## config.mk

```make
export PLATFORM = sky130hd
export DESIGN_NAME = mix_col_pipe
export DESIGN_NICKNAME = d
export VERILOG_FILES = /design/src/rtl/mix_col_pipe.sv
export SDC_FILE = /design/constraint.sdc
export NUM_CORES = 1
export LEC_CHECK = 0
export BUFFER_PORTS_ARGS = -buffer_cell sky130_fd_sc_hd__buf_2
export CAP_MARGIN = 10
export CORE_MARGIN = 2
export CORE_UTILIZATION = 38
export CTS_CLUSTER_DIAMETER = 150
export DETAILED_ROUTE_END_ITERATION = 10
export RECOVER_POWER = 100
export SYNTH_ARGS = -nofsm -noshare
export SYNTH_HDL_FRONTEND = slang
export SYNTH_SLANG_ARGS = --single-unit
export TNS_END_PERCENT = 100
```

## constraint.sdc

```tcl
create_clock -name clk -period 2 [get_ports clk]
set_input_delay 0.1 -clock clk [delete_from_list [all_inputs] [get_ports clk]]
set_output_delay 0.1 -clock clk [all_outputs]
set_load 0.03 [all_outputs]
```

## src/rtl/mix_col_pipe.sv

```systemverilog
// Pipelined AES MixColumns / InvMixColumns engine with valid/ready handshake.
// Optional pass-through beats are enabled by defining MIXCOL_BYPASS_EN.
module mix_col_pipe #(
    parameter int COLS        = 1,
    parameter int PIPE_STAGES = 2
) (
    input  logic                clk,
    input  logic                rst_n,
    input  logic                in_valid,
    output logic                in_ready,
    input  logic                in_inv,
`ifdef MIXCOL_BYPASS_EN
    input  logic                in_bypass,
`endif
    input  logic [0:32*COLS-1]  in_data,
    output logic                out_valid,
    input  logic                out_ready,
    output logic                out_inv,
    output logic [0:32*COLS-1]  out_data
);

    localparam int W = 32 * COLS;

    logic           w_advance;
    logic [0:W-1]   w_mix;

    logic           r_valid [PIPE_STAGES];
    logic           r_inv   [PIPE_STAGES];
    logic [0:W-1]   r_data  [PIPE_STAGES];

    function automatic logic [7:0] xtime(input logic [7:0] a);
        return {a[6:0], 1'b0} ^ (a[7] ? 8'h1b : 8'h00);
    endfunction

    // Ready depends only on the output stage so it can never form a loop through in_valid.
    assign w_advance = !out_valid || out_ready;
    assign in_ready  = w_advance;

    genvar gi, gr;
    generate
        for (gi = 0; gi < COLS; gi++) begin : g_col
            logic [7:0] w_a  [4];
            logic [7:0] w_x2 [4];
            logic [7:0] w_x4 [4];
            logic [7:0] w_x8 [4];

            for (gr = 0; gr < 4; gr++) begin : g_byte
                assign w_a[gr]  = in_data[32*gi + 8*gr +: 8];
                assign w_x2[gr] = xtime(w_a[gr]);
                assign w_x4[gr] = xtime(w_x2[gr]);
                assign w_x8[gr] = xtime(w_x4[gr]);
            end

            // Row gr sees the coefficient row rotated right by gr, i.e. byte gr+k gets coeff k.
            for (gr = 0; gr < 4; gr++) begin : g_row
                localparam int R1 = (gr + 1) % 4;
                localparam int R2 = (gr + 2) % 4;
                localparam int R3 = (gr + 3) % 4;
                logic [7:0] w_fwd;
                logic [7:0] w_inv;

                assign w_fwd = w_x2[gr]
                             ^ (w_x2[R1] ^ w_a[R1])
                             ^ w_a[R2]
                             ^ w_a[R3];
                assign w_inv = (w_x8[gr] ^ w_x4[gr] ^ w_x2[gr])
                             ^ (w_x8[R1] ^ w_x2[R1] ^ w_a[R1])
                             ^ (w_x8[R2] ^ w_x4[R2] ^ w_a[R2])
                             ^ (w_x8[R3] ^ w_a[R3]);
`ifdef MIXCOL_BYPASS_EN
                assign w_mix[32*gi + 8*gr +: 8] = in_bypass ? w_a[gr]
                                                : (in_inv ? w_inv : w_fwd);
`else
                assign w_mix[32*gi + 8*gr +: 8] = in_inv ? w_inv : w_fwd;
`endif
            end
        end
    endgenerate

    // All mixing happens ahead of stage 0; later stages are pure delay so the
    // final register drives the outputs with no logic behind it.
    always_ff @(posedge clk or negedge rst_n) begin
        if (!rst_n) begin
            for (int i = 0; i < PIPE_STAGES; i++) begin
                r_valid[i] <= 1'b0;
                r_inv[i]   <= 1'b0;
                r_data[i]  <= '0;
            end
        end else if (w_advance) begin
            r_valid[0] <= in_valid;
            if (in_valid) begin
                r_inv[0]  <= in_inv;
                r_data[0] <= w_mix;
            end
            for (int i = 1; i < PIPE_STAGES; i++) begin
                r_valid[i] <= r_valid[i-1];
                r_inv[i]   <= r_inv[i-1];
                r_data[i]  <= r_data[i-1];
            end
        end
    end

    assign out_valid = r_valid[PIPE_STAGES-1];
    assign out_inv   = r_inv[PIPE_STAGES-1];
    assign out_data  = r_data[PIPE_STAGES-1];

endmodule
```

==> results.ini <==
[clock_network]
path_clk_slew_ps = 60
clk_latency_ps = 320
clock_path_buffers = 2
h-tree-depth = 3
hold_buffers = 1
clock-root-buffer = clkbuf_16
cts_sinks = 68
postCtsResizedCells = 0
cts_buffers = 9
cts_tree = yes
cts_setup_buffers = 0

[yosys]
synth-compound-area-share_pct = 4.94
synth_top_area_cell = dfrtp_1
yosysUniqueCellTypes = 31
syn_area_um2 = 5570
synth_top_family_by_area = XOR/XNOR gates
syn_area_per_cell_um2 = 9.40
synthMuxAreaShare_pct = 0.539
syn-num-nets = 630
synth-async-reset-ratio_pct = 100
ys_ff_latch = 68
ys.warnings.count = 0
synthCells = 593
synth-main-ff-cell = dfrtp_1
synth_top_cell_area_share_pct = 30.5
synth_area_leaders = dfrtp_1, xnor2_1, xnor3_1, nand2_1, xor2_1
synthSimpleGateAreaFrac_pct = 11.9
synth_xor_area_share_pct = 44.5
synth_edf_count = 0
synth-seq-area-share_pct = 30.5
synthAdderAreaFrac_pct = 0

[placement]
io_buffers = 71
hpwl_um = 10900
place_inst = 844
gp_congestion = 0.883

[sta]
finalCritPeriodShare_pct = 93.6
final.min_clock_period_ps = 1870
max_freq_mhz = 534
hold_viol = 0
rsz0062_at_grt = false
slew_headroom_pct = 22.9
tightest_slew_ps = 1160
maxSlewViolCount = 0
setup_viol = 0
finClkSkew_ps = 7.40

[layout]
layout-drive-gt1-share_pct = 18.8
syn2layout_area_growth_pct = 17.8
multi_input_area_um2 = 3430
utilization_pct = 45.5
final_net_count = 709
num_antenna_cells = 0
register_area_um2 = 1700
final.fill_count = 1462
fin_cells = 861

[die]
die_w_um = 125
die_y_um = 125
ios = 72
core_um2 = 14400
dieArea_um2 = 15700
start_util_pct = 38.6
num_rows = 44

[worst_setup_path]
start_kind = input port
worst_path_most_repeated_cell = xnor3_1
critPathMaxFanout = 3
worstPathCellList = clkbuf_1 -> xnor3_1 -> xor2_1 -> xnor3_1 -> a21oi_1 -> xnor2_1 -> o21ai_0
worstPathArrival_ps = 2050
cpPeakStageDelay_ps = 460
setup.worst_path.class = in2reg
cp.required_ps = 2180
slowest_stage = xnor3_1
crit_path_end_kind = flop

[drt]
post-route-drc-count = 0
drtIter0Drc = 237
dr_total_vias = 3932
wirelength_um = 13300
wl_per_cell_um = 15.5
viasPerCell = 4.57
drt_first_pass_iters = 4
postRouteAntennaNets = 0

[global_routing]
grt_pass1_vias = 3954
track_usage_pct = 17.4
antenna_found_initial = 0
grt_max_degree = 36
grt_pass1_wl_um = 21500
grt_overflow = 0

[hold_path]
hp-class = in2reg

[pwr]
ir_drop_mv = 0.494
power_density_nw_per_um2 = 1150
p_leak_nw = 3.06

[outcome]
run_status = finished, final reports clean

[run]
max_cap_viol_count = 0

-- power by group --
group | internal, mW | switching, mW
clock network | 1.10 | 0.585
registers | 1.90 | 0.294
logic | 1.58 | 2.08
-- critical path, delay by kind of cell --
family	cells	cell delay, ps
xor+xnor	4	1420
compound gates	2	380
buf+inv	1	170
-- per-layer routing --
layer	global-route usage (%)	up-vias	wire, µm
met1	24.6	1850	6480
li1	-	1988	-
met3	1.75	7	495
met2	28.5	87	6200
met5	0	-	0
met4	4.71	0	134
-- sequential cells by signal (all words and copies together), names as in the netlist --
register and count:
out_data 32, r_inv 1, r_data 32, r_valid 1, out_valid 1, out_inv 1
-- kinds of logic after synthesis --
group,count (synthesis)
buffers and inverters,77
flip-flops,68
AO/OA/AOI/OAI,51
multiplexers,3
AND/OR/NAND/NOR,170
XOR/XNOR,224
-- cell type report --
| class | instances | share of cell area, % |
|---|---|---|
| Sequential cell | 68 | 25.9 |
| Tap cell | 184 | 3.51 |
| Clock inverter | 7 | 1.51 |
| Multi-Input combinational cell | 448 | 52.3 |
| Timing Repair Buffer | 144 | 13.3 |
| Clock buffer | 9 | 3.43 |
| Inverter | 1 | 0.0572 |
-- cell usage after synthesis, types with 3 or more instances --
cell type	n
xnor3_1	26
xor2_1	43
nand2_1	130
a21oi_1	19
nor2_1	28
dfrtp_1	68
o21ai_0	20
a22oi_1	3
xor3_1	4
nand3_1	4
o21ai_1	6
mux2i_1	3
xnor2_1	141
buf_4	33
clkbuf_1	30
xnor2_2	5
buf_2	12
-- stage by stage --
step / TNS [ps] / power (mW) / cell area, µm² / setup WS (ps) / hold WS, ps
3_5_place_dp: -315 / 6.00 / 6300 / -49.0 / 94.2
5_1_grt: 0 / 8.05 / 6570 / 69.8 / 297
6_report: 0 / 7.54 / 6570 / 127 / 255
2_1_floorplan: 0 / 5.24 / 5580 / 9.21 / -196
4_1_cts: 0 / 7.71 / 6640 / 255 / 251
3_3_place_gp: -162 / 5.94 / 6300 / -40.2 / 85.5
-- path summary, 6_finish.rpt --
check / startpoint / endpoint / slack, ps / cells past startpoint
max in group asynchronous: rst_n / r_data[58]$_DFFE_PN0P_ / 410 / 3
hold reg to reg: r_valid[1]$_DFFE_PN0N_ / out_valid$_DFFE_PN0N_ / 460 / 1
hold / removal: in_data[7] / r_data[40]$_DFFE_PN0P_ / 260 / 4
setup / recovery: in_data[0] / r_data[50]$_DFFE_PN0P_ / 130 / 7
setup reg to reg: out_valid$_DFFE_PN0N_ / r_data[60]$_DFFE_PN0P_ / 300 / 7
min in group asynchronous: rst_n / out_data[17]$_DFFE_PN0N_ / 530 / 2
-- cells in the final DEF, fill, tap and decap left out, types with 3 or more instances in the layout --
cell type and n:
xnor3_1 28, xnor2_2 4, buf_2 31, dfrtp_1 68
buf_4 66, nand3_1 4, o21ai_0 21, o21ai_1 5
mux2i_1 3, nand2_1 130, a22oi_1 3, xor2_1 43
nor2_1 28, a21oi_1 19, xor3_1 4, clkbuf_1 40
xnor2_1 142, clkbuf_16 9, clkbuf_2 3
(Power assumes the default switching activity.)
